===== src/rtl/int_reg_pkg.sv =====
// Shared types and widths for the interrupt-controller register bus.
// Both the master and the bank's own select logic import these.
package int_reg_pkg;

    localparam int unsigned INT_REG_AW     = 32;
    localparam int unsigned INT_REG_DW     = 32;
    localparam int unsigned INT_REG_STRIDE = 4;

    typedef enum logic [1:0] {
        StIdle,
        StAccess,
        StResp
    } int_reg_state_e;

    // Index width that stays legal for a single-register bank.
    function automatic int unsigned idx_width(input int unsigned n);
        return (n > 1) ? $clog2(n) : 1;
    endfunction

endpackage


===== src/rtl/int_reg_addr_dec.sv =====
// Byte address -> register hit, index and one-hot select for the register bank.
// Compares in 33 bits so ranges near the top of the address space cannot wrap.
module int_reg_addr_dec
    import int_reg_pkg::*;
#(
    parameter int unsigned           NUM_REGS  = 8,
    parameter logic [INT_REG_AW-1:0] BASE_ADDR = 32'h0C00_0000,
    parameter int unsigned           IDX_W     = idx_width(NUM_REGS)
) (
    input  logic [INT_REG_AW-1:0] addr,
    output logic                  hit,
    output logic [IDX_W-1:0]      index,
    output logic [NUM_REGS-1:0]   sel
);

    logic [INT_REG_AW:0] addr_ext;
    logic [INT_REG_AW:0] base_ext;
    logic [INT_REG_AW:0] limit_ext;
    logic [INT_REG_AW:0] offset;

    always_comb begin
        addr_ext  = {1'b0, addr};
        base_ext  = {1'b0, BASE_ADDR};
        limit_ext = base_ext + (INT_REG_AW+1)'(INT_REG_STRIDE * NUM_REGS);
        offset    = addr_ext - base_ext;
        hit       = (addr_ext >= base_ext) && (addr_ext < limit_ext) && (addr[1:0] == 2'b00);
        index     = IDX_W'(offset >> 2);
        sel       = '0;
        for (int i = 0; i < int'(NUM_REGS); i++) begin
            sel[i] = hit && (index == IDX_W'(i));
        end
    end

endmodule


===== src/rtl/int_reg_master.sv =====
// Single-outstanding bus initiator for the interrupt-controller register bank.
// Turns one core request into one register-bus cycle and returns a response.
module int_reg_master
    import int_reg_pkg::*;
#(
    parameter int unsigned           NUM_REGS   = 8,
    parameter logic [INT_REG_AW-1:0] BASE_ADDR  = 32'h0C00_0000,
    parameter int unsigned           REG_STRIDE = INT_REG_STRIDE
) (
    input  logic                           clk,
    input  logic                           rstn,
    input  logic                           req_valid,
    output logic                           req_ready,
    input  logic                           req_wr,
    input  logic [INT_REG_AW-1:0]          req_addr,
    input  logic [INT_REG_DW-1:0]          req_wdata,
    output logic                           resp_valid,
    input  logic                           resp_ready,
    output logic [INT_REG_DW-1:0]          resp_rdata,
    output logic                           resp_err,
    output logic                           reg_en,
    output logic                           reg_wr,
    output logic [INT_REG_AW-1:0]          reg_addr,
    output logic [INT_REG_DW-1:0]          reg_wdata,
    output logic [NUM_REGS-1:0]            reg_sel,
    input  logic [NUM_REGS*INT_REG_DW-1:0] reg_rdata_vec
);

    localparam int unsigned IDX_W = idx_width(NUM_REGS);
    // The decoder assumes 4-byte spacing; any other stride maps nothing.
    localparam bit STRIDE_OK = (REG_STRIDE == INT_REG_STRIDE);

    int_reg_state_e        state;
    logic [IDX_W-1:0]      idx_q;
    logic                  dec_hit;
    logic                  map_hit;
    logic [IDX_W-1:0]      dec_index;
    logic [NUM_REGS-1:0]   dec_sel;
    logic [INT_REG_DW-1:0] rd_word;

    int_reg_addr_dec #(
        .NUM_REGS  (NUM_REGS),
        .BASE_ADDR (BASE_ADDR),
        .IDX_W     (IDX_W)
    ) u_addr_dec (
        .addr  (req_addr),
        .hit   (dec_hit),
        .index (dec_index),
        .sel   (dec_sel)
    );

    assign map_hit   = dec_hit && STRIDE_OK;
    assign req_ready = (state == StIdle);

    always_comb begin
        rd_word = '0;
        for (int i = 0; i < int'(NUM_REGS); i++) begin
            if (idx_q == IDX_W'(i)) begin
                rd_word = reg_rdata_vec[i*INT_REG_DW +: INT_REG_DW];
            end
        end
    end

    always_ff @(posedge clk or negedge rstn) begin
        if (!rstn) begin
            state      <= StIdle;
            idx_q      <= '0;
            reg_en     <= 1'b0;
            reg_wr     <= 1'b0;
            reg_addr   <= '0;
            reg_wdata  <= '0;
            reg_sel    <= '0;
            resp_valid <= 1'b0;
            resp_rdata <= '0;
            resp_err   <= 1'b0;
        end else begin
            unique case (state)
                StIdle: begin
                    if (req_valid) begin
                        if (map_hit) begin
                            state     <= StAccess;
                            idx_q     <= dec_index;
                            reg_en    <= 1'b1;
                            reg_wr    <= req_wr;
                            reg_addr  <= req_addr;
                            reg_wdata <= req_wdata;
                            reg_sel   <= dec_sel;
                        end else begin
                            // Unmapped or misaligned: answer without touching the bus.
                            state      <= StResp;
                            resp_valid <= 1'b1;
                            resp_err   <= 1'b1;
                            resp_rdata <= '0;
                        end
                    end
                end
                StAccess: begin
                    state      <= StResp;
                    reg_en     <= 1'b0;
                    reg_wr     <= 1'b0;
                    reg_sel    <= '0;
                    resp_valid <= 1'b1;
                    resp_err   <= 1'b0;
                    resp_rdata <= reg_wr ? '0 : rd_word;
                end
                StResp: begin
                    if (resp_ready) begin
                        state      <= StIdle;
                        resp_valid <= 1'b0;
                    end
                end
                default: state <= StIdle;
            endcase
        end
    end

endmodule


===== config.mk =====
export PLATFORM = sky130hd
export DESIGN_NAME = int_reg_master
export DESIGN_NICKNAME = d
export VERILOG_FILES = /design/src/rtl/int_reg_pkg.sv /design/src/rtl/int_reg_addr_dec.sv /design/src/rtl/int_reg_master.sv
export SDC_FILE = /design/constraint.sdc
export NUM_CORES = 1
export LEC_CHECK = 0
export BUFFER_PORTS_ARGS = -buffer_cell sky130_fd_sc_hd__clkbuf_2
export CAP_MARGIN = 40
export CORE_AREA = 8 8 162 164
export DETAILED_ROUTE_END_ITERATION = 10
export DIE_AREA = 0 0 170 172
export PLACE_DENSITY = 0.64
export SYNTH_ARGS = -nofsm -noshare
export SYNTH_HDL_FRONTEND = slang
export SYNTH_SLANG_ARGS = --single-unit

===== constraint.sdc =====
create_clock -name clk -period 4.15 [get_ports clk]
set_input_delay 0.6225 -clock clk [delete_from_list [all_inputs] [get_ports clk]]
set_output_delay 0.6225 -clock clk [all_outputs]
set_load 0.02 [all_outputs]

# Word-level counts from Yosys, hierarchy flattened
# Index checks and enable logic that the tools add are counted.
[op_classes] mux=30 add_sub_neg=1 n_lt_le_gt_ge=2 eq_ne=20 reduce_logical=21
[ops] operator="2-to-1 mux 32 bit" count=11
[ops] operator="case mux 32 bit (2 select lines)" count=1
[ops] operator=">= comparator 32 x 28 -> 1 bit (second input constant)" count=1
[ops] operator="less-than comparator 32 x 28 -> 1 bit (second input constant)" count=1
[ops] operator="== test 3 bit (second input constant)" count=8
[ops] operator="2-to-1 mux 8 bit" count=2
[ops] operator="case mux 8 bit (2 select lines)" count=1
[ops] operator="== test 3 x 2 -> 1 bit (second input constant)" count=4
[ops] operator="logical AND 1 bit" count=10
[ops] operator="AND reduction 3 bit" count=3
[ops] operator="2-to-1 mux 1 bit" count=7
[ops] operator="== test 3 x 1 -> 1 bit (second input constant)" count=2
[ops] operator="logical NOT 3 bit" count=2
[ops] operator="2-to-1 mux 2 bit" count=3
[ops] operator="inequality test 2 bit (second input constant)" count=3
[ops] operator="case mux 1 bit (2 select lines)" count=3
[ops] operator="case mux 2 bit (3 select lines)" count=1
[ops] operator="subtractor 5 x 1 -> 5 bit (second input constant)" count=1
[ops] operator="logical NOT 2 bit" count=2
[ops] operator="AND reduction 4 bit" count=1
[ops] operator="case mux 1 bit (3 select lines)" count=1
[ops] operator="nonzero test 3 bit" count=1
[ops] operator="== test 2 x 1 -> 1 bit (second input constant)" count=1
[ops] operator="== test 2 bit (second input constant)" count=1
[ops] operator="3 further kinds" count=3
[totals] elab_cells=84 input_bits=325 ff_bits=113 out_inout_bits=109

# Logic depth before layout (Yosys ltp)
[depth] ltp_word=11 mapped_depth=7 depth_no_buf=4

# Cells and area by module
# Synthesis repeated with hierarchy kept, for this count alone.
[unflattened] cells_unflattened=553 area_unflattened_um2=6665.1
[modules_own_cells] module="int_reg_master" cells_per_inst=524 seq_area_each_um2=2827.7 n_inst=1 area_each_um2=6443.7
[modules_own_cells] module="int_reg_addr_dec" cells_per_inst=29 seq_area_each_um2=0.0 n_inst=1 area_each_um2=221.5

# Worst setup path after synthesis
# Ideal clock, no wire load.
[synth_timing] path_type="input port to flip-flop" start="input req_addr[6]" end="register reg_addr[2]" setup_time_ps=128 n_path_buf=2 required_ps=4022 arrival_ps=2033 path_stages=6 path_slack_ps=1989 path_cell_list="nor4_1 > nand4_1 > nor4_2 > buf_4 > buf_6 > mux2_1"
[synth_between] elab_chain_cells=4 word_cells_on_any_way=5 cone_classes="order compare (2); reduce/logical (3)"
[synth_lines] element="start: declaration" line_no="int_reg_master.sv:15" source="input logic [INT_REG_AW-1:0] req_addr,"
[synth_lines] element=">= comparator 32 x 28 -> 1 bit or less-than comparator 32 x 28 -> 1 bit (tied branches)" line_no="int_reg_addr_dec.sv:26" source="hit = (addr_ext >= base_ext) && (addr_ext < limit_ext) && (addr[1:0] == 2'b00);"
[synth_lines] element="logical AND 1 bit * (2 in series)" line_no="int_reg_addr_dec.sv:26"
[synth_lines] element="AND reduction 3 bit (no source line) *"
[synth_lines] element="end signal: assignment" line_no="int_reg_master.sv:85" source="reg_addr <= req_addr;"
[synth_lines] element="end: declaration" line_no="int_reg_master.sv:23" source="output logic [INT_REG_AW-1:0] reg_addr,"
# Every way passes the cells marked *; elsewhere a longest branch is shown, timed or not.
# A chain may end at the register's enable or synchronous reset.

# Worst setup path in the final report
[layout_timing] start="input req_addr[17]" end="register reg_wdata[31]"
[layout_between] elab_chain_cells=4 word_cells_on_any_way=5 cone_classes="order compare (2); reduce/logical (3)"
[layout_lines] element=">= comparator 32 x 28 -> 1 bit or less-than comparator 32 x 28 -> 1 bit (tied branches)" line_no="int_reg_addr_dec.sv:26"
[layout_lines] element="logical AND 1 bit * (2 in series)" line_no="int_reg_addr_dec.sv:26"
[layout_lines] element="AND reduction 3 bit (no source line) *"
[layout_lines] element="end signal: assignment" line_no="int_reg_master.sv:86" source="reg_wdata <= req_wdata;"
[layout_lines] element="end: declaration" line_no="int_reg_master.sv:24" source="output logic [INT_REG_DW-1:0] reg_wdata,"
# Marks and branches as above.

==> results_dict.tcl <==
set metrics [dict create \
    fmax_mhz 370 \
    cts_tree "yes" \
    grt_pass1_wl_mm 40.1 \
    synth_flop_cell "dfrtp_1" \
    design.die.area_mm2 0.0292 \
    cts_sinks 110 \
    drv_slew 0 \
    place_congestion 0.885 \
    ys_top_cells_by_area "dfrtp_1 42%, mux2i_1 8.0%, mux2_2 7.1%" \
    reg2reg_depth 5 \
    seq_power_share 0.465 \
    synth_warnings 0 \
    slew_headroom 0.499 \
    diodes 0 \
    clockBufferDepth 2 \
    critical_path_required_ps 4390 \
    cts-resized-gates 0 \
    cap_viol_max_count 0 \
    drive_gt1_frac 0.537 \
    drc_errors 0 \
    setup_viol 0 \
    dp_hpwl_mm 22.3 \
    die_y_um 172 \
    num-nets-final 1345 \
    async_reset_ff_frac 1.00 \
    power.switching_uw 754 \
    pwr-share-clk 0.350 \
    rrSetupSlack_ps 1650 \
    p_leak_uw 0.00480 \
    grt_use_total 0.177 \
    finalClockSkew_ps 8.44 \
    htreeDepth 3 \
    swShare 0.299 \
    end_kind "register" \
    startpoint "req_addr[17]" \
    io_pins 434 \
    gr-total-overflow 0 \
    grt_max_degree 68 \
    clk_latency_ps 350 \
    p_comb_frac 0.185 \
    avgSynthCellArea_um2 10.4 \
    path_class "in2reg" \
    synth_commonest_cells "110 x dfrtp_1, 54 x o21ai_0, 52 x mux2i_1" \
    drt_iter0_markers 331 \
    path_clk_slew_ps 90 \
    rsz0062_at_grt "false" \
    r2r-start "reg_addr[2]$_DFFE_PN0P_" \
    grt_pass1_vias 6893 \
    critPathArrivalTime_ps 2940 \
    cts_root_buf "clkbuf_16" \
    synth_top_area_frac 0.423 \
    reg2reg_to "resp_rdata[22]$_DFFE_PN0P_" \
    worstMarginPinSlew_ps 752 \
    first_pass_iters 5 \
    antenna_found_initial 1 \
    syn_inst 623 \
    ir_worst_vdd_mv 0.226 \
    yosysMostFrequentCell "dfrtp_1" \
    core_mm2 0.0238 \
    cp-endpoint "reg_wdata[31]$_DFFE_PN0P_" \
    cp_max_fo 58 \
    fin_crit_sh 0.652 \
    worst_setup_path_start_kind "primary input" \
    syn_to_final_growth_pct 43.7 \
    hold_viol_final 0 \
    die_w_um 170 \
    p_per_area_mw_per_mm2 270 \
    yosysSeqAreaShare 0.423 \
    vias_per_cell 5.01 \
    syn_nets 948 \
    rows 57 \
    utilization 0.392 \
    drt-total-wl_mm 27.7 \
    fin_crit_ps 2700 \
    vias 6755 \
    detail-route-antenna-nets 0 \
    intPower_uw 1770 \
    portBuffers 433 \
    wl_per_cell_um 20.6 \
    synth_top_area_cell "dfrtp_1" \
    setup_tns_ps 0 \
    outcome "complete, no violations" \
    cts_buffers 9 \
    synth_edf_count 0 \
    syn_area_mm2 0.00650 \
    cts_hold_buf 0 \
    post-cts-setup-buffers 0 \
    ys_types 49 \
    synth-seq-cells 110 \
    min_path_type "in2async" \
    initial_core_util 0.273 \
    fill_cells 2413 \
]
[critical path, stage by stage]
cell and delay, ps:
clkbuf_2 80, nor4_1 350, nand4_1 520, nor4_4 620, buf_12 310, mux2_2 380
[power by group through the flow]
stage | logic (µW) | clock network [µW] | registers, µW
2_1_floorplan | 122 | 0 | 1240
3_3_place_gp | 465 | 0 | 1190
3_5_place_dp | 474 | 0 | 1200
4_1_cts | 476 | 921 | 1180
5_1_grt | 508 | 953 | 1180
6_report | 466 | 882 | 1170
[how the worst min path moves through the flow]
| stage | from | to | slack (ps) | cells after the start |
|---|---|---|---|---|
| 2_1_floorplan | rstn | reg_addr[0]$_DFFE_PN0P_ | 330 | 0 |
| 3_3_place_gp | reg_addr[27]$_DFFE_PN0P_ | reg_addr[27]$_DFFE_PN0P_ | 460 | 1 |
| 3_5_place_dp | reg_addr[27]$_DFFE_PN0P_ | reg_addr[27]$_DFFE_PN0P_ | 470 | 1 |
| 4_1_cts | rstn | reg_addr[28]$_DFFE_PN0P_ | 280 | 1 |
| 5_1_grt | rstn | reg_addr[0]$_DFFE_PN0P_ | 290 | 1 |
| 6_report | rstn | reg_addr[28]$_DFFE_PN0P_ | 260 | 1 |
[sequential cells by signal (all words and copies together), names as in the netlist]
register    cells
reg_addr       32
reg_en          1
reg_sel         8
reg_wdata      32
reg_wr          1
resp_err        1
resp_rdata     32
resp_valid      1
state           2
[metrics by stage]
step / area [µm²] / instances / setup WS (ps) / power [µW] / hold WS, ps
floorplan: 6500 / 623 / 1990 / 1360 / 327
global placement: 8930 / 1327 / 1140 / 1660 / 458
detailed placement: 9050 / 1333 / 1080 / 1670 / 472
CTS: 9350 / 1349 / 1480 / 2570 / 278
global route: 9350 / 1349 / 1300 / 2640 / 292
finish: 9350 / 1349 / 1450 / 2520 / 261
[layer usage]
metal | share of wire | global-route usage | up-vias
met5 | 0.00047 | 0 | -
li1 | - | - | 3170
met2 | 0.49 | 0.302 | 315
met1 | 0.40 | 0.216 | 3243
met4 | 0.018 | 0.0481 | 2
met3 | 0.088 | 0.0507 | 25
[cell families after synthesis]
kind of cell           Yosys count  share of synthesized area
DFF                            110                      0.423
buffers and inverters           71                     0.0464
muxes                          106                      0.180
AOI/OAI and AO/OA              183                      0.209
and+or+nand+nor                153                      0.141
[layout by cell type (no fill, tap or decap), drive strengths merged, types with 2 or more instances in the layout]
master / n
buf: 17
a211oi: 2
nor3: 24
o21ai: 58
clkinv: 3
mux4: 4
nor2b: 33
nand4: 2
or3b: 3
o221ai: 2
nand2b: 4
or2: 8
o21a: 3
nand3b: 4
nor4: 6
nor2: 6
a21boi: 2
a21oi: 7
a32oi: 21
nor3b: 4
o221a: 23
nand2: 30
a32o: 6
o211ai: 12
nand3: 4
mux2: 50
a22oi: 28
dfrtp: 110
o311ai: 12
mux2i: 52
o31ai: 2
and3b: 21
clkbuf: 441
inv: 12
[layout make-up]
| type | count | area, µm² | area share |
|---|---|---|---|
| clock inverter | 7 | 75.1 | 0.00803 |
| timing repair buffer | 449 | 2380 | 0.255 |
| clock buffer | 9 | 225 | 0.0241 |
| sequential | 110 | 2760 | 0.295 |
| tap | 324 | 405 | 0.0434 |
| inverter | 8 | 30.0 | 0.00321 |
| multi-input combinational | 442 | 3470 | 0.371 |
(Power assumes the default switching activity.)
